`config.mk`:
```
export PLATFORM = sky130hd
export DESIGN_NAME = bus_decoder_reg_flat
export DESIGN_NICKNAME = d
export VERILOG_FILES = /design/src/rtl/bus_decoder_reg_if.sv /design/src/rtl/bus_decoder_reg.sv /design/src/flat_wrapper.sv
export SDC_FILE = /design/constraint.sdc
export NUM_CORES = 1
export LEC_CHECK = 0
export ABC_AREA = 1
export CAP_MARGIN = 40
export CORE_MARGIN = 3
export CORE_UTILIZATION = 43
export CTS_BUF_LIST = sky130_fd_sc_hd__clkbuf_8
export CTS_CLUSTER_DIAMETER = 120
export DETAILED_ROUTE_END_ITERATION = 8
export PLACE_DENSITY = 0.79
export SYNTH_ARGS = -nofsm -noshare
export SYNTH_HDL_FRONTEND = slang
export SYNTH_SLANG_ARGS = --single-unit
```
`constraint.sdc`:
```
create_clock -name clk_i -period 2 [get_ports clk_i]
set_clock_uncertainty 0.2 [all_clocks]
set_input_delay 0.5 -clock clk_i [delete_from_list [all_inputs] [get_ports clk_i]]
set_output_delay 0.5 -clock clk_i [all_outputs]
set_load 0.02 [all_outputs]
```
`src/rtl/bus_decoder_reg_if.sv`:
```
// ============================================================
// bus_decoder_reg_if : master-side and slave-array bus bundle
// Rev 1.0
// ============================================================
`default_nettype none

interface bus_decoder_reg_if #(
  parameter int ADDR_WIDTH = 14,
  parameter int DATA_WIDTH = 8,
  parameter int NUM_SLAVES = 3
);
  logic                                  valid_i;
  logic [ADDR_WIDTH-1:0]                 addr_i;
  logic [DATA_WIDTH-1:0]                 wdata_i;
  logic                                  we_i;
  logic                                  ready_o;
  logic [DATA_WIDTH-1:0]                 rdata_o;
  logic                                  err_o;
  logic                                  busy_o;
  logic                                  timeout_o;
  logic [NUM_SLAVES-1:0]                 slave_sel_o;
  logic [NUM_SLAVES-1:0]                 slave_valid_o;
  logic [ADDR_WIDTH-1:0]                 slave_addr_o;
  logic [DATA_WIDTH-1:0]                 slave_wdata_o;
  logic                                  slave_we_o;
  logic [NUM_SLAVES-1:0]                 slave_ready_i;
  logic [NUM_SLAVES-1:0][DATA_WIDTH-1:0] slave_rdata_i;
  logic [NUM_SLAVES-1:0]                 slave_err_i;

  // Decoder side
  modport slave (
    input  valid_i, addr_i, wdata_i, we_i,
    input  slave_ready_i, slave_rdata_i, slave_err_i,
    output ready_o, rdata_o, err_o, busy_o, timeout_o,
    output slave_sel_o, slave_valid_o, slave_addr_o, slave_wdata_o, slave_we_o
  );

  // Environment side: bus master plus slave array
  modport master (
    output valid_i, addr_i, wdata_i, we_i,
    output slave_ready_i, slave_rdata_i, slave_err_i,
    input  ready_o, rdata_o, err_o, busy_o, timeout_o,
    input  slave_sel_o, slave_valid_o, slave_addr_o, slave_wdata_o, slave_we_o
  );
endinterface

`default_nettype wire

```
`src/rtl/bus_decoder_reg.sv`:
```
// ============================================================
// bus_decoder_reg : registered address decoder with slave timeout
// Rev 1.0
// ============================================================
`default_nettype none

module bus_decoder_reg #(
  parameter int ADDR_WIDTH     = 14,
  parameter int DATA_WIDTH     = 8,
  parameter int NUM_SLAVES     = 3,
  parameter logic [NUM_SLAVES-1:0][ADDR_WIDTH-1:0] SLAVE_BASE =
    {14'h2000, 14'h1000, 14'h0000},
  parameter logic [NUM_SLAVES-1:0][ADDR_WIDTH:0]   SLAVE_SIZE =
    {15'h0800, 15'h1000, 15'h1000},
  parameter int TIMEOUT_CYCLES = 16
) (
  input  logic               clk_i,
  input  logic               rst_i,
  bus_decoder_reg_if.slave   bus
);

  localparam int CNT_W = $clog2(TIMEOUT_CYCLES + 2);

  typedef enum logic [1:0] {IDLE, ACCESS, DECERR, RESP} state_t;

  state_t                  state_q, state_d;
  logic [NUM_SLAVES-1:0]   sel_q, sel_d;
  logic [ADDR_WIDTH-1:0]   addr_q, addr_d;
  logic [DATA_WIDTH-1:0]   wdata_q, wdata_d;
  logic                    we_q, we_d;
  logic [DATA_WIDTH-1:0]   rdata_q, rdata_d;
  logic                    err_q, err_d;
  logic [CNT_W-1:0]        cnt_q, cnt_d;
  logic                    timeout_q, timeout_d;

  logic [NUM_SLAVES-1:0]                 hit;
  logic [NUM_SLAVES-1:0][ADDR_WIDTH-1:0] local_addr;
  logic [NUM_SLAVES-1:0]                 dec_sel;
  logic [ADDR_WIDTH-1:0]                 dec_addr;
  logic                                  sel_ready;
  logic                                  sel_err;
  logic [DATA_WIDTH-1:0]                 sel_rdata;
  logic                                  timeout_hit;

  // Region compare widened by one bit so base+size cannot wrap
  genvar gi;
  generate
    for (gi = 0; gi < NUM_SLAVES; gi++) begin : g_decode
      logic [ADDR_WIDTH:0] lo;
      logic [ADDR_WIDTH:0] hi;
      assign lo             = {1'b0, SLAVE_BASE[gi]};
      assign hi             = lo + SLAVE_SIZE[gi];
      assign hit[gi]        = ({1'b0, bus.addr_i} >= lo) && ({1'b0, bus.addr_i} < hi);
      assign local_addr[gi] = bus.addr_i - SLAVE_BASE[gi];
    end
  endgenerate

  always_comb begin
    dec_sel  = '0;
    dec_addr = '0;
    for (int i = NUM_SLAVES - 1; i >= 0; i--) begin
      if (hit[i]) begin
        dec_sel    = '0;
        dec_sel[i] = 1'b1;
        dec_addr   = local_addr[i];
      end
    end
  end

  always_comb begin
    sel_ready = |(bus.slave_ready_i & sel_q);
    sel_err   = |(bus.slave_err_i & sel_q);
    sel_rdata = '0;
    for (int i = 0; i < NUM_SLAVES; i++) begin
      if (sel_q[i]) sel_rdata = bus.slave_rdata_i[i];
    end
  end

  assign timeout_hit = (TIMEOUT_CYCLES != 0) && (cnt_q == CNT_W'(TIMEOUT_CYCLES));

  always_comb begin
    state_d   = state_q;
    sel_d     = sel_q;
    addr_d    = addr_q;
    wdata_d   = wdata_q;
    we_d      = we_q;
    rdata_d   = rdata_q;
    err_d     = err_q;
    cnt_d     = cnt_q;
    timeout_d = 1'b0;
    case (state_q)
      IDLE: begin
        if (bus.valid_i) begin
          sel_d   = dec_sel;
          addr_d  = dec_addr;
          wdata_d = bus.wdata_i;
          we_d    = bus.we_i;
          rdata_d = '0;
          err_d   = 1'b0;
          cnt_d   = '0;
          state_d = (|dec_sel) ? ACCESS : DECERR;
        end
      end
      ACCESS: begin
        // A ready arriving on the timeout cycle still wins
        if (sel_ready) begin
          rdata_d = sel_rdata;
          err_d   = sel_err;
          state_d = RESP;
        end else if (timeout_hit) begin
          rdata_d   = '0;
          err_d     = 1'b1;
          timeout_d = 1'b1;
          state_d   = RESP;
        end else begin
          cnt_d = cnt_q + CNT_W'(1);
        end
      end
      DECERR: begin
        rdata_d = '0;
        err_d   = 1'b1;
        state_d = RESP;
      end
      RESP:    state_d = IDLE;
      default: state_d = IDLE;
    endcase
  end

  always_ff @(posedge clk_i or posedge rst_i) begin
    if (rst_i) begin
      state_q   <= IDLE;
      sel_q     <= '0;
      addr_q    <= '0;
      wdata_q   <= '0;
      we_q      <= 1'b0;
      rdata_q   <= '0;
      err_q     <= 1'b0;
      cnt_q     <= '0;
      timeout_q <= 1'b0;
    end else begin
      state_q   <= state_d;
      sel_q     <= sel_d;
      addr_q    <= addr_d;
      wdata_q   <= wdata_d;
      we_q      <= we_d;
      rdata_q   <= rdata_d;
      err_q     <= err_d;
      cnt_q     <= cnt_d;
      timeout_q <= timeout_d;
    end
  end

  assign bus.ready_o       = (state_q == RESP);
  assign bus.rdata_o       = (state_q == RESP) ? rdata_q : '0;
  assign bus.err_o         = (state_q == RESP) ? err_q : 1'b0;
  assign bus.busy_o        = (state_q != IDLE);
  assign bus.timeout_o     = timeout_q;
  assign bus.slave_sel_o   = (state_q == ACCESS) ? sel_q : '0;
  assign bus.slave_valid_o = (state_q == ACCESS) ? sel_q : '0;
  assign bus.slave_addr_o  = (state_q == ACCESS) ? addr_q : '0;
  assign bus.slave_wdata_o = (state_q == ACCESS) ? wdata_q : '0;
  assign bus.slave_we_o    = (state_q == ACCESS) ? we_q : 1'b0;

endmodule

`default_nettype wire

```
`src/flat_wrapper.sv`:
```
// flat-port wrapper written by rule: the top's interface ports become plain ports
module bus_decoder_reg_flat 
#(
  parameter int ADDR_WIDTH     = 14,
  parameter int DATA_WIDTH     = 8,
  parameter int NUM_SLAVES     = 3,
  parameter logic [NUM_SLAVES-1:0][ADDR_WIDTH-1:0] SLAVE_BASE =
    {14'h2000, 14'h1000, 14'h0000},
  parameter logic [NUM_SLAVES-1:0][ADDR_WIDTH:0]   SLAVE_SIZE =
    {15'h0800, 15'h1000, 15'h1000},
  parameter int TIMEOUT_CYCLES = 16
)
  (clk_i, rst_i, bus_valid_i, bus_addr_i, bus_wdata_i, bus_we_i, bus_slave_ready_i, bus_slave_rdata_i, bus_slave_err_i, bus_ready_o, bus_rdata_o, bus_err_o, bus_busy_o, bus_timeout_o, bus_slave_sel_o, bus_slave_valid_o, bus_slave_addr_o, bus_slave_wdata_o, bus_slave_we_o);
  bus_decoder_reg_if #(.ADDR_WIDTH(ADDR_WIDTH), .DATA_WIDTH(DATA_WIDTH), .NUM_SLAVES(NUM_SLAVES)) bus_i ();
  input  logic clk_i;
  input  logic rst_i;
  input wire logic [$bits(bus_i.valid_i)-1:0] bus_valid_i;
  input wire logic [$bits(bus_i.addr_i)-1:0] bus_addr_i;
  input wire logic [$bits(bus_i.wdata_i)-1:0] bus_wdata_i;
  input wire logic [$bits(bus_i.we_i)-1:0] bus_we_i;
  input wire logic [$bits(bus_i.slave_ready_i)-1:0] bus_slave_ready_i;
  input wire logic [$bits(bus_i.slave_rdata_i)-1:0] bus_slave_rdata_i;
  input wire logic [$bits(bus_i.slave_err_i)-1:0] bus_slave_err_i;
  output wire logic [$bits(bus_i.ready_o)-1:0] bus_ready_o;
  output wire logic [$bits(bus_i.rdata_o)-1:0] bus_rdata_o;
  output wire logic [$bits(bus_i.err_o)-1:0] bus_err_o;
  output wire logic [$bits(bus_i.busy_o)-1:0] bus_busy_o;
  output wire logic [$bits(bus_i.timeout_o)-1:0] bus_timeout_o;
  output wire logic [$bits(bus_i.slave_sel_o)-1:0] bus_slave_sel_o;
  output wire logic [$bits(bus_i.slave_valid_o)-1:0] bus_slave_valid_o;
  output wire logic [$bits(bus_i.slave_addr_o)-1:0] bus_slave_addr_o;
  output wire logic [$bits(bus_i.slave_wdata_o)-1:0] bus_slave_wdata_o;
  output wire logic [$bits(bus_i.slave_we_o)-1:0] bus_slave_we_o;
  assign bus_i.valid_i = bus_valid_i;
  assign bus_i.addr_i = bus_addr_i;
  assign bus_i.wdata_i = bus_wdata_i;
  assign bus_i.we_i = bus_we_i;
  assign bus_i.slave_ready_i = bus_slave_ready_i;
  assign bus_i.slave_rdata_i = bus_slave_rdata_i;
  assign bus_i.slave_err_i = bus_slave_err_i;
  assign bus_ready_o = bus_i.ready_o;
  assign bus_rdata_o = bus_i.rdata_o;
  assign bus_err_o = bus_i.err_o;
  assign bus_busy_o = bus_i.busy_o;
  assign bus_timeout_o = bus_i.timeout_o;
  assign bus_slave_sel_o = bus_i.slave_sel_o;
  assign bus_slave_valid_o = bus_i.slave_valid_o;
  assign bus_slave_addr_o = bus_i.slave_addr_o;
  assign bus_slave_wdata_o = bus_i.slave_wdata_o;
  assign bus_slave_we_o = bus_i.slave_we_o;
  bus_decoder_reg #(.ADDR_WIDTH(ADDR_WIDTH), .DATA_WIDTH(DATA_WIDTH), .NUM_SLAVES(NUM_SLAVES), .SLAVE_BASE(SLAVE_BASE), .SLAVE_SIZE(SLAVE_SIZE), .TIMEOUT_CYCLES(TIMEOUT_CYCLES)) u_core (.clk_i(clk_i), .rst_i(rst_i), .bus(bus_i));
endmodule
```
==> qor.yml, run 1 <==
outcome: "finished with violations"
violations: "setup timing"
setup_viol: 38
end_kind: "output pin"
ys_types: 26
avgSynthCellArea_um2: 7.03
drt_iter0_drc: 116
slowest_stage: "dfrtp_2"
grt_first_pass_wirelength_um: 11300
dr.pass1.iters: 4
drc_errors: 0
cts_tree: "yes"
die-height_um: 82.0
worst-path-buf-inv: 3
dp_hpwl_um: 5070
critPathLaunchType: "flip-flop"
layout.nets: 533
max-slew-margin-rel_pct: 77.1
timing.fmax_mhz: 480
finalCriticalPeriod_ns: 2.08
worstSetupPathType: "flip-flop to output pin"
numCtsBuffers: 5
synth_cells: 353
fin_area_mm2: 0.00388
yosys_warnings: 0
core-area_mm2: 0.00554
synth_area_leaders: "dfrtp_1, nand2_1, inv_1"
synth_flop_cell: "dfrtp_1"
vias: 2569
r2r-end: "u_core.state_q[1]"
synth_edf_count: 0
slew_viol_final: 0
die_w_um: 82.0
reg2reg_depth: 9
synth.most_common_cell: "nand2_1"
wl_per_cell_um: 13.1
io-pin-count: 97
placed_cell_area_mm2: 0.00367
gr-total-overflow: 0
powerDensity_mw_per_mm2: 1250
setup_slack_ns: -0.0834
grt_util_all_layers_pct: 21.7
timing.rr.start: "u_core.state_q[0]"
maxCapViolations: 0
cp_data_required_time_ns: 1.30
rsz0062_at_grt: "yes"
critPathTopFamily: "flip-flops"
crit_path_frequent_cell: "buf_4"
gp_congestion: 0.810
clock_path_buffers: 2
p_leak_nw: 2.20
synthArstFlopShare_pct: 100
clkSlewWorstSetupHoldPaths_ns: 0.09
drive_above_1_share_pct: 23.9
yosysTopAreaCellShare_pct: 43.4
antenna_cells: 0
fill_cells: 435
htreeDepth: 2
synth-seq-area-share_pct: 43.4
holdCritPathClass: "primary input to async pin"
hold_violations: 0
max_stage_delay_ns: 0.45
cts_root_buf: "clkbuf_8"
netlist_top_cells_count: "nand2_1, inv_1, dfrtp_1, o21ai_0, nand3_1"
cts_sinks: 43
grt_pass1_vias: 2487
synth_top_area_cell: "dfrtp_1"
drt.antenna.violating_nets: 0
crit_chain: "buf_4 -> ha_4 -> nand2_1 -> inv_1 -> buf_4"
viasPerCell: 4.76
fin_util_pct: 70.0
portBuffers: 96
finalCritPeriodShare_pct: 104
cp_max_fo: 11
ff2ff_setup_slack_ns: 0.11
wirelength_um: 7060
ys_ff_latch: 43
dp_cells: 528
antenna_found_initial: 0
synth_nets: 419
syn_area_mm2: 0.00248
fin_cells: 540
fin_hold_ws_ns: 0.264
die_area_mm2: 0.00672
worst_ir_drop_vdd_mv: 0.745
worst_slew_pin_slew_ns: 0.343
area_delta_synth_final_pct: 56.2
clock_latency_ns: 0.31
grt_max_degree: 23
start_util_pct: 44.8
critPathArrivalTime_ns: 1.38
rows: 27
## per-stage QoR
stage | power, W | TNS [ns] | worst slack [ns]
after floorplan | 0.00288 | 0 | 0.0309
after global placement | 0.00387 | -12.65 | -0.254
after detailed placement | 0.00393 | -15.72 | -0.318
after CTS | 0.00464 | -2.25 | -0.143
after global routing | 0.00520 | -3.42 | -0.112
final | 0.00483 | -1.60 | -0.0834
## placed cells by master, fill, tap and decap left out, drive strengths merged
cell type      netlist  final
nand4                1      1
and2                 1      1
clkinv               0      2
clkbuf               2      5
dlymetal6s2s         0      2
nand3b               2      2
a21oi                8      8
or2                  1      1
o22ai                1      1
nor2                13     13
o21a                 1      1
nand2              159    159
ha                  10     10
o221ai               1      1
dfrtp               43     43
nand3               16     16
xor2                 3      3
o211ai               4      4
clkdlybuf4s50        0     54
inv                 56     56
buf                 14     67
clkinvlp             0      1
o21ai               17     17
## kinds of logic (layout without fill, tap and decap cells)
logic type      count (synthesis)  in the layout  share of synthesized area (%)
compound gates                 32             32                           7.16
xor+xnor                        3              3                           1.06
fa+ha+maj                      10             10                           5.04
buf+inv                        72            187                           11.9
flops                          43             43                           43.4
simple gates                  193            193                           31.5
## flip-flops by register name, summed over array words and instances, names as in the netlist
register	flops
u_core.addr_q	14
u_core.bus.timeout_o	1
u_core.cnt_q	5
u_core.err_q	1
u_core.rdata_q	8
u_core.sel_q	3
u_core.state_q	2
u_core.wdata_q	8
u_core.we_q	1
## worst register-to-register path, delay by kind of cell, from the launching register on
kind | cells | cell delay, ns
AND/OR/NAND/NOR | 3 | 0.48
AO/OA/AOI/OAI | 1 | 0.07
adder cells (fa/ha/maj) | 1 | 0.16
buffers and inverters | 4 | 0.41
flip-flops | 1 | 0.45
## timing repair
| action | CTS | global route |
|---|---|---|
| hold buffers | 0 | 0 |
| setup buffers | 3 | 1 |
| setup endpoints to repair | 45 | 62 |
| pin swaps | 1 | 3 |
| gates resized for setup | 202 | 59 |
| cloned | 1 | 0 |
## report_power, final
| group | switching, W | internal [W] |
|---|---|---|
| logic | 0.00159 | 0.00124 |
| registers | 0.000232 | 0.00119 |
| clock network | 0.000327 | 0.000250 |
## routing by layer
| metal | vias to the layer above | GRT usage (%) | part of all wire, % |
|---|---|---|---|
| li1 | 1285 | - | - |
| met3 | 12 | 6.14 | 8.8 |
| met5 | - | 0 | 0 |
| met2 | 97 | 39.6 | 50 |
| met1 | 1175 | 25.2 | 41 |
| met4 | 0 | 4.82 | 1.1 |
## worst max-delay path by stage
| stage | start | end | slack (ns) | cells after the start |
|---|---|---|---|---|
| 5_1_grt | u_core.state_q[0] | bus_rdata_o[7] | -0.11 | 5 |
| 3_5_place_dp | bus_addr_i[12] | u_core.addr_q[7] | -0.32 | 11 |
| 3_3_place_gp | bus_addr_i[12] | u_core.addr_q[10] | -0.25 | 11 |
| 6_report | u_core.state_q[0] | bus_rdata_o[7] | -0.08 | 5 |
| 4_1_cts | u_core.state_q[0] | bus_slave_wdata_o[0] | -0.14 | 6 |
| 2_1_floorplan | u_core.state_q[1] | bus_slave_valid_o[0] | 0.03 | 7 |
## final cells by class
type	count	area (um2)	area share [%]
clock buffers	5	68.8	1.78
clock inverters	3	25.0	0.646
inverters	56	213	5.49
multi-input cells	238	1170	30.3
flip-flops and latches	43	1080	27.8
well taps	72	90.1	2.32
repair buffers	123	1230	31.7
Note: power is estimated with default switching activity, not from simulation.
==> run 2, diff against run 1 <==
Settings changed: ABC_AREA 1 to default, CORE_UTILIZATION 43 to 41.
Clock period 2 ns to 1.9 ns, I/O delays scaled along.
==> run 2 against run 1 <==
The flow still finishes with violations (setup timing). Largest cell class unchanged. Routed wire length grew 27%. Synthesized cell count shrank 20%. Highest routed layer unchanged. Register-to-register slack lost 0.32 ns.
==> qor.yml, run 2 <==
synth.most_common_cell: "nand2_1"
fin_area_mm2: 0.00442
drc_errors: 0
portBuffers: 96
max-slew-margin-rel_pct: 64.9
grt_max_degree: 44
dr.pass1.iters: 4
synth_cells: 283
synth_nets: 349
setup_slack_ns: -0.206
drt.antenna.violating_nets: 0
dp_hpwl_um: 5410
rsz0062_at_grt: "yes"
gp_congestion: 0.813
finalCritPeriodShare_pct: 111
fill_cells: 370
rows: 27
layout_common_cells: "nand2_1, buf_4, clkdlybuf4s50_1"
end_kind: "flip-flop"
slew_viol_final: 0
finalCriticalPeriod_ns: 2.11
finalPower_w: 0.00622
syn_area_mm2: 0.00247
p_leak_nw: 2.13
yosys_warnings: 0
grt_first_pass_wirelength_um: 14400
avgSynthCellArea_um2: 8.75
largest_reg_flops: 14
layout.nets: 497
io-pin-count: 97
dp_cells: 474
maxCapViolations: 0
outcome: "finished with violations"
die_area_mm2: 0.00700
core-area_mm2: 0.00568
r2r-end: "u_core.cnt_q[4]"
worst_slew_pin_slew_ns: 0.526
numCtsBuffers: 5
die_w_um: 83.7
grt_util_all_layers_pct: 25.6
setup_viol: 53
grt_pass1_vias: 2910
use_met2_pct: 47.6
violations: "setup timing"
critPathLaunchType: "flip-flop"
cts_tree: "yes"
cts_root_buf: "clkbuf_8"
cp_max_fo: 6
htreeDepth: 2
clock_path_buffers: 2
cp_data_required_time_ns: 1.88
drive_above_1_share_pct: 40.3
synth_top_area_cell: "dfrtp_1"
reg2reg_depth: 9
viasPerCell: 5.38
yosysTopAreaCellShare_pct: 43.5
ys_types: 42
start_util_pct: 43.6
cts_sinks: 43
top_regs: "u_core.addr_q: 14 flops, u_core.rdata_q: 8 flops, u_core.wdata_q: 8 flops"
netlist_top_cells_count: "nand2_1, dfrtp_1, and2_1, clkbuf_1, o21ai_1"
grt.busiest_layer: "met2"
clock_latency_ns: 0.29
holdCritPathClass: "flip-flop to flip-flop"
ff2ff_setup_slack_ns: -0.21
startpoint: "u_core.state_q[0]"
timing.rr.start: "u_core.state_q[0]"
wirelength_um: 8980
gr-total-overflow: 0
ys_ff_latch: 43
area_delta_synth_final_pct: 78.7
timing.fmax_mhz: 475
synth-seq-area-share_pct: 43.5
regMostFlops: "u_core.addr_q"
holdBufCountCts: 0
clkSlewWorstSetupHoldPaths_ns: 0.09
layout_commonest_cell: "nand2_1"
hold_violations: 0
synthArstFlopShare_pct: 100
wl_per_cell_um: 17.8
worst_ir_drop_vdd_mv: 0.957
synth_flop_cell: "dfrtp_1"
drt_iter0_drc: 174
met3_usage_pct: 6.81
powerDensity_mw_per_mm2: 1410
cp-endpoint: "u_core.cnt_q[4]"
critPathArrivalTime_ns: 2.08
fin_cells: 504
antenna_found_initial: 0
placed_cell_area_mm2: 0.00382
grtUsageMet1_pct: 28.6
synth_edf_count: 0
worstSetupPathType: "flip-flop to flip-flop"
synth_area_leaders: "dfrtp_1, nand2_1, and2_1"
vias: 2714
die-height_um: 83.7
dp_slack_ns: -0.508
antenna_cells: 0
final.setup.tns_ns: -8.37
[run 2: cell count changes after synthesis, moves of 6 or more]
cell      change
nand2_1      -86
inv_1        -44
o21ai_1       +8
and2_1       +35
clkbuf_1     +11
o41ai_1       +9
nor2b_1       +9
nand3_1       -7
buf_2         -6
a221oi_1      +8
o21ai_0       -9
[run 2: worst min-delay path by stage]
stage / from / endpoint / slack, ns / cells after the start
floorplan: u_core.wdata_q[0] / u_core.wdata_q[0] / 0.24 / 2
global placement: u_core.wdata_q[3] / u_core.wdata_q[3] / 0.25 / 2
detailed placement: u_core.wdata_q[2] / u_core.wdata_q[2] / 0.26 / 2
CTS: u_core.wdata_q[2] / u_core.wdata_q[2] / 0.28 / 2
global route: u_core.wdata_q[2] / u_core.wdata_q[2] / 0.31 / 2
finish: u_core.wdata_q[2] / u_core.wdata_q[2] / 0.27 / 2
[run 2: metal layers]
metal	vias to the layer above	routed length [um]
met1	1308	3310
met3	21	682
met4	0	193
met2	123	4790
li1	1262	-
met5	-	0
[run 2: stage by stage]
stage          hold WS (ns)  utilization (%)
5_1_grt               0.312             77.9
3_5_place_dp          0.255             67.3
4_1_cts               0.275             76.6
2_1_floorplan         0.237                -
6_report              0.274             77.9
3_3_place_gp          0.250             67.3
[run 2: power by group]
part / total, W / switching (W) / internal [W]
Sequential: 0.00148 / 0.000224 / 0.00125
Combinational: 0.00416 / 0.00201 / 0.00215
Clock: 0.000591 / 0.000334 / 0.000256
Total: 0.00622 / 0.00256 / 0.00366
[run 2: kinds of logic (layout without fill, tap and decap cells)]
family,after synthesis,count (layout),share of synthesized area (%)
simple gates,146,146,29.2
compound gates,52,52,15.7
flops,43,43,43.5
buf+inv,30,179,5.81
fa+ha+maj,10,10,5.06
mux,2,2,0.809
[run 2: timing repair]
action	CTS	global route
endpoints found under the setup margin	70	68
resized for setup	278	25
buffers inserted	17	2
cloned	5	0
pin swaps	16	8
[run 2: cell type report]
cell class | instances | area, um2 | area share, %
timing repair buffer | 162 | 1600 | 36.1
multi-input combinational | 210 | 1530 | 34.7
sequential | 43 | 1080 | 24.4
tap | 72 | 90.1 | 2.04
clock buffer | 5 | 68.8 | 1.56
inverter | 9 | 33.8 | 0.764
clock inverter | 3 | 20.0 | 0.453
[run 2: critical path, stage by stage, from the launching register on]
cell and delay [ns]:
dfrtp_2 0.45, inv_1 0.15, ha_4 0.16, buf_4 0.11
buf_4 0.15, nor2_2 0.06, nor3b_2 0.25, buf_4 0.18
and4_1 0.21, a211oi_2 0.07
==> run 3, diff against run 2 <==
Settings changed: CORE_UTILIZATION 41 to 43.
Clock period 1.9 ns to 2.4 ns, I/O delays scaled along.
==> run 3 against run 2 <==
The run now ends clean. Sequential power is 21% lower. Via count is 11% lower. Count of clock-buffer cells in the layout is 2 higher. Power is 40% lower. Clock power is 14% lower. Critical path type is now flip-flop to output pin. Largest power group unchanged. Highest routed layer unchanged.
==> qor.yml, run 3 (synthesized netlist as in run 2, its figures left out) <==
finalPower_w: 0.00371
finalCritPeriodShare_pct: 97.4
gr-total-overflow: 0
viasPerCell: 5.20
clkPwrFrac_pct: 13.7
placed_cell_area_mm2: 0.00365
hold_violations: 0
layout_commonest_cell: "nand2_1"
fill_cells: 445
outcome: "completed"
worst_slew_pin_slew_ns: 0.626
clock_latency_ns: 0.30
grt_util_all_layers_pct: 21.8
clock_path_buffers: 2
portBuffers: 96
maxCapViolations: 0
core-area_mm2: 0.00534
power_switching_w: 0.00152
crit_chain: "inv_2 -> ha_4 -> buf_12 -> and2_1 -> clkdlybuf4s15_2"
max-slew-margin-rel_pct: 58.2
numCtsBuffers: 5
grt_pass1_vias: 2440
critPathTopFamily: "buffers and inverters"
area_delta_synth_final_pct: 51.6
slowest_stage: "dfrtp_2"
die_w_um: 81.9
fin_cells: 463
intPower_w: 0.00219
regMostFlops: "u_core.addr_q"
setup_viol: 0
timing.fmax_mhz: 428
drc_errors: 0
holdBufCountCts: 0
layout_common_cells: "nand2_1, clkdlybuf4s50_1, dfrtp_1"
dp_cells: 454
grt_max_degree: 44
io-pin-count: 97
htreeDepth: 2
holdCritPathClass: "flip-flop to flip-flop"
pwr-share-comb_pct: 54.6
dr.pass1.iters: 4
worstSetupPathType: "flip-flop to output pin"
finalCriticalPeriod_ns: 2.34
grt_first_pass_wirelength_um: 11400
drt_iter0_drc: 72
largest_reg_flops: 14
layout.nets: 458
antenna_cells: 0
drt.antenna.violating_nets: 0
rows: 26
max_stage_delay_ns: 0.45
fin_area_mm2: 0.00375
cp_max_fo: 19
die-height_um: 81.9
worst_ir_drop_vdd_mv: 0.489
slew_viol_final: 0
wirelength_um: 6990
cts_root_buf: "clkbuf_8"
dp_hpwl_um: 5140
vias: 2408
critPathLaunchType: "flip-flop"
cp_data_required_time_ns: 1.60
clkSlewWorstSetupHoldPaths_ns: 0.08
antenna_found_initial: 0
gp_congestion: 0.779
final.setup.tns_ns: 0
critPathArrivalTime_ns: 1.54
top_regs: "u_core.addr_q: 14 flops, u_core.rdata_q: 8 flops, u_core.wdata_q: 8 flops"
die_area_mm2: 0.00670
cts_sinks: 43
fin_util_pct: 70.3
end_kind: "output pin"
drive_above_1_share_pct: 19.3
swShare_pct: 41.0
wl_per_cell_um: 15.1
worst-path-buf-inv: 3
cts_tree: "yes"
powerDensity_mw_per_mm2: 988
p_leak_nw: 1.74
start_util_pct: 46.4
seqPwrFrac_pct: 31.7
[run 3: changes by cell type in the layout (fill, tap and decap cells not counted), moves of 7 or more]
cell and change:
and2_1 +21, and2_2 -7, and2_4 -14, buf_4 -31
buf_6 -35, clkdlybuf4s15_2 +17, clkdlybuf4s50_1 +7, nand2_1 +9
o41ai_1 +7
[run 3: what timing repair did]
item                                   CTS  global route
resized for setup                      112             5
cloned                                   0             0
setup buffers                            1             0
setup endpoints to repair               40            22
endpoints found under the hold margin    0             0
[run 3: cell type report]
type / count / area, um2 / area share (%)
well taps: 70 / 87.6 / 2.33
flip-flops and latches: 43 / 1080 / 28.7
inverters: 9 / 33.8 / 0.900
clock inverters: 1 / 3.75 / 0.100
multi-input cells: 210 / 1290 / 34.5
repair buffers: 123 / 1160 / 30.9
clock buffers: 7 / 96.3 / 2.57
[run 3: routing by layer]
layer  global-route usage, %  routed length [um]  vias to the layer above
li1                        -                   -                     1174
met1                    26.3                2950                     1149
met2                    38.1                3400                       77
met3                    6.58                 574                        8
met4                    4.82                  63                        0
met5                       0                   0                        -
[run 3: worst paths after layout]
path                       slack, ns                   to               from  cells after the start
min reg2reg                     0.27    u_core.wdata_q[3]  u_core.wdata_q[3]                      2
min in group asynchronous       0.43    u_core.addr_q[10]              rst_i                      3
max in group asynchronous       1.34    u_core.state_q[0]              rst_i                      3
max                             0.06  bus_slave_addr_o[2]  u_core.state_q[1]                      5
max reg2reg                     0.16    u_core.rdata_q[7]  u_core.state_q[0]                      7
min                             0.27    u_core.wdata_q[3]  u_core.wdata_q[3]                      2
[run 3: worst reg2reg max path: cells and delay by family, from the launching register on]
family          cells  cell delay [ns]
flops               1             0.44
fa+ha+maj           1             0.22
simple gates        1             0.16
buf+inv             3             0.42
compound gates      2             0.69
[run 3: through the flow]
| step | setup WS [ns] | hold slack, ns |
|---|---|---|
| floorplan | 0.135 | 0.234 |
| global placement | -0.0572 | 0.248 |
| detailed placement | -0.152 | 0.255 |
| CTS | 0.0159 | 0.274 |
| global route | -0.00375 | 0.297 |
| finish | 0.0628 | 0.274 |
[run 3: power by group through the flow]
stage          Combinational, W  Clock (W)  Sequential [W]
2_1_floorplan           0.00126          0         0.00112
3_3_place_gp            0.00202          0         0.00115
4_1_cts                 0.00204   0.000510         0.00117
5_1_grt                 0.00223   0.000544         0.00121
3_5_place_dp            0.00207          0         0.00116
6_report                0.00202   0.000508         0.00117
